## config.mk

```make
export PLATFORM = sky130hd
export DESIGN_NAME = wb_interconnect
export DESIGN_NICKNAME = d
export VERILOG_FILES = /design/src/rtl/wb_interconnect.sv
export SDC_FILE = /design/constraint.sdc
export NUM_CORES = 1
export LEC_CHECK = 0
export CAP_MARGIN = 0
export CORE_ASPECT_RATIO = 0.5
export CORE_MARGIN = 10
export CORE_UTILIZATION = 37
export DETAILED_ROUTE_END_ITERATION = 7
export GPL_TIMING_DRIVEN = 0
export PLACE_DENSITY = 0.91
export RECOVER_POWER = 25
export SYNTH_ARGS = -nofsm -noshare
export SYNTH_HDL_FRONTEND = slang
export SYNTH_SLANG_ARGS = --single-unit
```

## constraint.sdc

```tcl
create_clock -name sysclock -period 2.8 [get_ports sysclock]
set_clock_uncertainty 0.2 [all_clocks]
set_input_delay 0.56 -clock sysclock [delete_from_list [all_inputs] [get_ports sysclock]]
set_output_delay 0.56 -clock sysclock [all_outputs]
set_load 0.01 [all_outputs]
```

## src/rtl/wb_interconnect.sv

```systemverilog
// wb_interconnect: single-master, multi-slave Wishbone-style fabric.
// The master's chipselect picks one slave channel. The fabric strobes that
// slave and waits for its ack, or generates the ack itself for slaves flagged
// in FIXED_MASK. It reports a bus error on an unmapped chipselect or on a
// timeout, and records the faulting address and a saturating fault count.
// CSW must be wide enough that 2**CSW > NSLAVE.
module wb_interconnect #(
  parameter int                NSLAVE     = 8,
  parameter int                DW         = 32,
  parameter int                AW         = 32,
  parameter int                CSW        = 4,
  parameter int                TIMEOUT    = 255,
  parameter logic [NSLAVE-1:0] FIXED_MASK = '0,
  parameter int                FIXED_LAT  = 2
) (
  input  logic                 sysclock,
  input  logic                 rst_n,
  input  logic                 m_cyc_i,
  input  logic                 m_we_i,
  input  logic [AW-1:0]        m_adr_i,
  input  logic [CSW-1:0]       cs_i,
  output logic [DW-1:0]        m_dat_o,
  output logic                 m_ack_o,
  output logic                 m_err_o,
  output logic [NSLAVE-1:0]    s_stb_o,
  input  logic [NSLAVE*DW-1:0] s_dat_i,
  input  logic [NSLAVE-1:0]    s_ack_i,
  output logic [AW-1:0]        fault_adr_o,
  output logic [15:0]          fault_cnt_o,
  output logic                 busy_o
);

  typedef enum logic [1:0] {
    IDLE   = 2'd0,
    ACTIVE = 2'd1,
    DONE   = 2'd2,
    ERROR  = 2'd3
  } state_t;

  state_t         state;
  state_t         state_next;
  logic [CSW-1:0] cur;
  logic [15:0]    wait_cnt;
  logic [7:0]     lat_sr;
  logic           cs_valid;
  logic           sel_ack;
  logic           sel_fixed;
  logic [DW-1:0]  sel_dat;
  logic           ack_src;
  logic           timeout_hit;
  logic           unused_we;

  // The write flag only travels alongside the cycle; the fabric never looks at it.
  assign unused_we = m_we_i;

  assign cs_valid    = (cs_i != '0) && (32'(cs_i) <= 32'(NSLAVE));
  assign timeout_hit = (wait_cnt == 16'(TIMEOUT - 1));
  assign ack_src     = sel_fixed ? lat_sr[FIXED_LAT-1] : sel_ack;

  // Pick the ack, read data and fixed-latency flag of the latched slave.
  always_comb begin
    sel_ack   = 1'b0;
    sel_fixed = 1'b0;
    sel_dat   = '0;
    for (int i = 0; i < NSLAVE; i++) begin
      if (cur == CSW'(i + 1)) begin
        sel_ack   = s_ack_i[i];
        sel_fixed = FIXED_MASK[i];
        sel_dat   = s_dat_i[i*DW +: DW];
      end
    end
  end

  // State register; reset drops any transfer in flight.
  always_ff @(posedge sysclock or negedge rst_n) begin
    if (!rst_n) begin
      state <= IDLE;
    end else begin
      state <= state_next;
    end
  end

  // Next state: a master abort beats an ack, and an ack beats a timeout.
  always_comb begin
    state_next = state;
    case (state)
      IDLE: begin
        if (m_cyc_i) begin
          state_next = cs_valid ? ACTIVE : ERROR;
        end
      end
      ACTIVE: begin
        if (!m_cyc_i) begin
          state_next = IDLE;
        end else if (ack_src) begin
          state_next = DONE;
        end else if (timeout_hit) begin
          state_next = ERROR;
        end
      end
      DONE:    state_next = IDLE;
      ERROR:   state_next = IDLE;
      default: state_next = IDLE;
    endcase
  end

  // Outputs that follow directly from the state and the latched slave.
  always_comb begin
    s_stb_o = '0;
    for (int i = 0; i < NSLAVE; i++) begin
      if (state == ACTIVE && cur == CSW'(i + 1)) begin
        s_stb_o[i] = 1'b1;
      end
    end
    m_ack_o = (state == DONE);
    m_err_o = (state == ERROR);
    busy_o  = (state != IDLE);
  end

  // Datapath: slave latch, wait counter, fixed-ack shifter, read data and fault log.
  always_ff @(posedge sysclock or negedge rst_n) begin
    if (!rst_n) begin
      cur         <= '0;
      wait_cnt    <= '0;
      lat_sr      <= '0;
      m_dat_o     <= '0;
      fault_adr_o <= '0;
      fault_cnt_o <= '0;
    end else begin
      if (state == IDLE && m_cyc_i && cs_valid) begin
        cur      <= cs_i;
        wait_cnt <= '0;
        lat_sr   <= 8'd1;
      end else if (state == ACTIVE) begin
        wait_cnt <= wait_cnt + 16'd1;
        lat_sr   <= lat_sr << 1;
      end
      if (state == ACTIVE && state_next == DONE) begin
        m_dat_o <= sel_dat;
      end
      if (state_next == ERROR) begin
        fault_adr_o <= m_adr_i;
        if (fault_cnt_o != 16'hFFFF) begin
          fault_cnt_o <= fault_cnt_o + 16'd1;
        end
      end
    end
  end

endmodule
```

==> impl.org <==
** Status
- The flow ran to the end, and the final reports show no timing, DRC or antenna violations.

** Clock network
- The longest clock path from root to sink contains 2 buffers.
- The later pin in the worst-skew pair is clocked with a latency of 350 ps.
- The H-tree generated during clock tree synthesis spans 3 levels.
- Number of clock sinks seen by CTS :: around 100
- Post-CTS Hold Buffers :: 0
- CTS clk-pin slew, worst paths :: approximately 70 ps
- In this run, CTS created clock tree buffers numbering 9.
- The tree is rooted in a sky130_fd_sc_hd__clkbuf_16.
- TritonCTS built the clock tree.

** Layout
- Cells with a size suffix above 1 make up 11.23% of the layout.
- Synthesis-to-layout area growth :: 75.01%
- Layout net count :: 1389

** Placed design
- The congestion estimate from routability-driven global placement came to 0.9609.
- Port Buffers :: 393
- Half-perimeter wire length after placement :: ~26000 um

** Yosys
- Ranked by instance count, the synthesized netlist is headed by sky130_fd_sc_hd__nand2_1, sky130_fd_sc_hd__dfrtp_1, sky130_fd_sc_hd__nor2_1.
- Post-synth ARST share :: 100.0%
- Synth Area per Inst :: 9.151 um^2
- Synthesis handed over a netlist of 673 instances.
- In this run, synthesis produced a sequential element count of 102.
- Of the post-synthesis cell area, the dominant cell type holds 41.45%.
- Count leader, synth :: sky130_fd_sc_hd__nand2_1
- The number of different library cells used by synthesis comes to 50.
- Yosys mapped a number of flops with a built-in enable equal to 0.
- Nets in the synthesized netlist :: 980
- Of all cell types, the one taking the most synthesized area is sky130_fd_sc_hd__dfrtp_1.
- Most used flip-flop cell after synthesis :: sky130_fd_sc_hd__dfrtp_1
- The share of the Yosys chip area taken by registers is just over 40%.
- By area the synthesized netlist is led by sky130_fd_sc_hd__dfrtp_1, sky130_fd_sc_hd__nand2_1, sky130_fd_sc_hd__a22oi_1, sky130_fd_sc_hd__o221a_2, sky130_fd_sc_hd__a221oi_1.
- During synthesis, Yosys emitted a total of 0 warnings.
- In this run the cell area of the synthesized design comes to between 0.006 and 0.007 mm^2.

** Floorplan
- In this run the core area contains 33 standard-cell rows.
- I/O pin cnt :: 395
- In this run the standard cell core region covers 0.01635 mm^2.
- The floorplan step set the die height to between 100 and 150 um.
- Die area :: 0.02252 mm^2
- The initial utilization of the core area, before any placement, comes to 37.66%.
- Die width :: just over 200 um

** Pwr
- The completed layout was analyzed and its total power is 9.329 mW.
- Per report_power, the clock group accounts for between 10% and 20% of the total.
- Psw :: a little under 4 mW
- Share of total power consumed by net switching :: 41.87%
- Across the VDD grid, the largest voltage drop is 0.4579 mV.
- Combinational share of power :: 60.9%
- Power spread over the standard cell area amounts to 865.6 mW/mm^2.
- Per report_power, the sequential group accounts for 26.0% of the total.
- The internal portion of the total power is between 5 and 6 mW.
- Summed over all cells, the static leakage comes to 4.443 nW.

** Global routing
- Largest net degree at the start of global routing :: 60
- Global-route wire length before repair :: 47750 um
- All-layer global routing usage :: 27.18%
- The via count of the first global-routing pass came to 7665.
- The number of antenna violations at the first check in global routing is 1.
- Summed over all layers, the global routing overflow is 0.

** Setup path
- Of all nets on the critical path, the largest fanout is 10.
- Data arrival time of the critical path :: 1950 ps
- For the worst setup path, the data required time is 2040 ps.
- The worst setup path is of the reg -> out kind.
- STA classifies the critical path endpoint as a primary output.
- Kind of start point of the critical path :: flip-flop

** Routing
- Final WL :: 32090 um
- Routed length per placed instance :: 24.42 um
- Number of antenna-violating nets in the routed design :: 0
- Number of design-rule violations left by the first detailed-router iteration :: between 600 and 700
- Drt first pass iters :: 6
- Number of vias per cell :: ~5.6
- For this run, design rule violations remaining after detail routing come to 0.
- Via count :: 7363

** Timing
- Static timing analysis puts the maximum clock frequency at 369.6 MHz.
- Hold violation total from the final report :: 0
- The final critical path takes up 96.62% of the cycle.
- For the pin with the worst max-slew slack, the measured transition is 1172 ps.
- Setup violations remaining at the end of the flow were counted as 0.
- Tightest slew margin relative to the limit :: 21.90%
- Setup repair after global routing left no endpoint under its margin.
- Final critical delay including setup and external delays :: 2705 ps
- Final-layout setup total negative slack :: 0 ps
- Final max-slew violation count :: 0

** Run
- Maxcap violations :: 0

** Worst hold path
- Worst min path class :: in -> async
## path summary, 6_finish.rpt
path                                              from                     endpoint  slack, ps  depth (start not counted)
max                                 cur[0]$_DFFE_PN0P_                   s_stb_o[5]         90                          5
min                                              rst_n           state[0]$_DFF_PN0_        220                          1
max reg2reg                    wait_cnt[0]$_DFFE_PN0P_  fault_cnt_o[12]$_DFFE_PN0P_        160                          7
min reg2reg                fault_adr_o[16]$_DFFE_PN0N_  fault_adr_o[16]$_DFFE_PN0N_        270                          2
max in group asynchronous                        rst_n   fault_adr_o[0]$_DFFE_PN0N_        690                          2
min in group sysclock      fault_adr_o[16]$_DFFE_PN0N_  fault_adr_o[16]$_DFFE_PN0N_        270                          2
## what timing repair did
| action | CTS | global route |
|---|---|---|
| pin swaps | 2 | 0 |
| buffers inserted | 3 | 2 |
| setup endpoints to repair | 46 | 52 |
| resized for setup | 18 | 23 |
## critical path, cell delays in order (launching register included)
cell                              delay [ps]
sky130_fd_sc_hd__dfrtp_1                 360
sky130_fd_sc_hd__buf_4                   180
sky130_fd_sc_hd__nor2b_1                 180
sky130_fd_sc_hd__buf_6                   160
sky130_fd_sc_hd__and3_1                  160
sky130_fd_sc_hd__clkdlybuf4s50_1         560
## layer usage
layer | wire [um] | global-route usage [%]
met5 | 0 | 0
met4 | 1001 | 9.684
met3 | 2065 | 5.980
met2 | 16500 | 47.81
met1 | 12510 | 31.89
## layout make-up
type | count | area [um^2]
multi-input cells | 509 | 3347
clock inverters | 6 | 56.30
clock buffers | 9 | 225.2
plain buffers | 57 | 315.3
diodes | 1 | 2.502
flip-flops and latches | 102 | 2554
fillers | 1264 | 5573
inverters | 4 | 15.01
repair buffers | 399 | 3979
well taps | 227 | 284.0
## sequential cells by signal (all words and copies together) (netlist names)
name         count
cur              4
fault_adr_o     32
m_dat_o         32
fault_cnt_o     16
state            2
wait_cnt        16
## stage by stage
step | cell area, um^2 | hold WS, ps | worst slack [ps] | instances | util [%]
6_report | 10780 | 224.6 | 94.69 | 1314 | 65.92
5_1_grt | 10780 | 287.8 | 7.350 | 1314 | 65.92
4_1_cts | 10750 | 43.92 | 3.821 | 1312 | 65.74
3_5_place_dp | 10400 | 254.7 | -430.9 | 1294 | 63.61
3_3_place_gp | 10380 | 248.5 | -2922 | 1293 | 63.46
2_1_floorplan | 6158 | 64.41 | 374.2 | 673 | -
## cells in the final DEF, fill, tap and decap left out, types with 7 or more instances in the layout
cell type and n:
sky130_fd_sc_hd__a221oi_1 30, sky130_fd_sc_hd__a21oi_1 34, sky130_fd_sc_hd__nand3_1 15, sky130_fd_sc_hd__dfrtp_1 101
sky130_fd_sc_hd__nor2b_1 8, sky130_fd_sc_hd__nor3_1 12, sky130_fd_sc_hd__nor2_1 58, sky130_fd_sc_hd__mux2_2 9
sky130_fd_sc_hd__clkdlybuf4s50_1 387, sky130_fd_sc_hd__a22o_1 29, sky130_fd_sc_hd__nand2_1 118, sky130_fd_sc_hd__clkbuf_1 18
sky130_fd_sc_hd__a22oi_1 52, sky130_fd_sc_hd__nand4_1 7, sky130_fd_sc_hd__xor2_1 21, sky130_fd_sc_hd__o221a_2 26
sky130_fd_sc_hd__buf_2 17, sky130_fd_sc_hd__clkbuf_16 9, sky130_fd_sc_hd__buf_4 13
## power groups by stage
| stage | clock network (mW) | logic [mW] | registers, mW |
|---|---|---|---|
| 2_1_floorplan | 0 | 2.63 | 2.62 |
| 3_3_place_gp | 0 | 5.39 | 2.40 |
| 3_5_place_dp | 0 | 5.47 | 2.43 |
| 4_1_cts | 1.24 | 5.58 | 2.41 |
| 5_1_grt | 1.29 | 6.06 | 2.50 |
| 6_report | 1.22 | 5.68 | 2.43 |
## cells by family (layout without fill, tap and decap cells)
kind of cell | after synthesis | count (layout) | synth area share, %
AND/OR/NAND/NOR | 262 | 262 | 20.28
AO/OA/AOI/OAI | 202 | 202 | 26.43
flip-flops | 102 | 102 | 41.45
buffers and inverters | 62 | 475 | 4.734
XOR/XNOR | 27 | 27 | 3.840
multiplexers | 15 | 15 | 2.662
adder cells (fa/ha/maj) | 3 | 3 | 0.6096
other | 0 | 1 | 0
No activity file was read; power rests on OpenSTA's default activity.
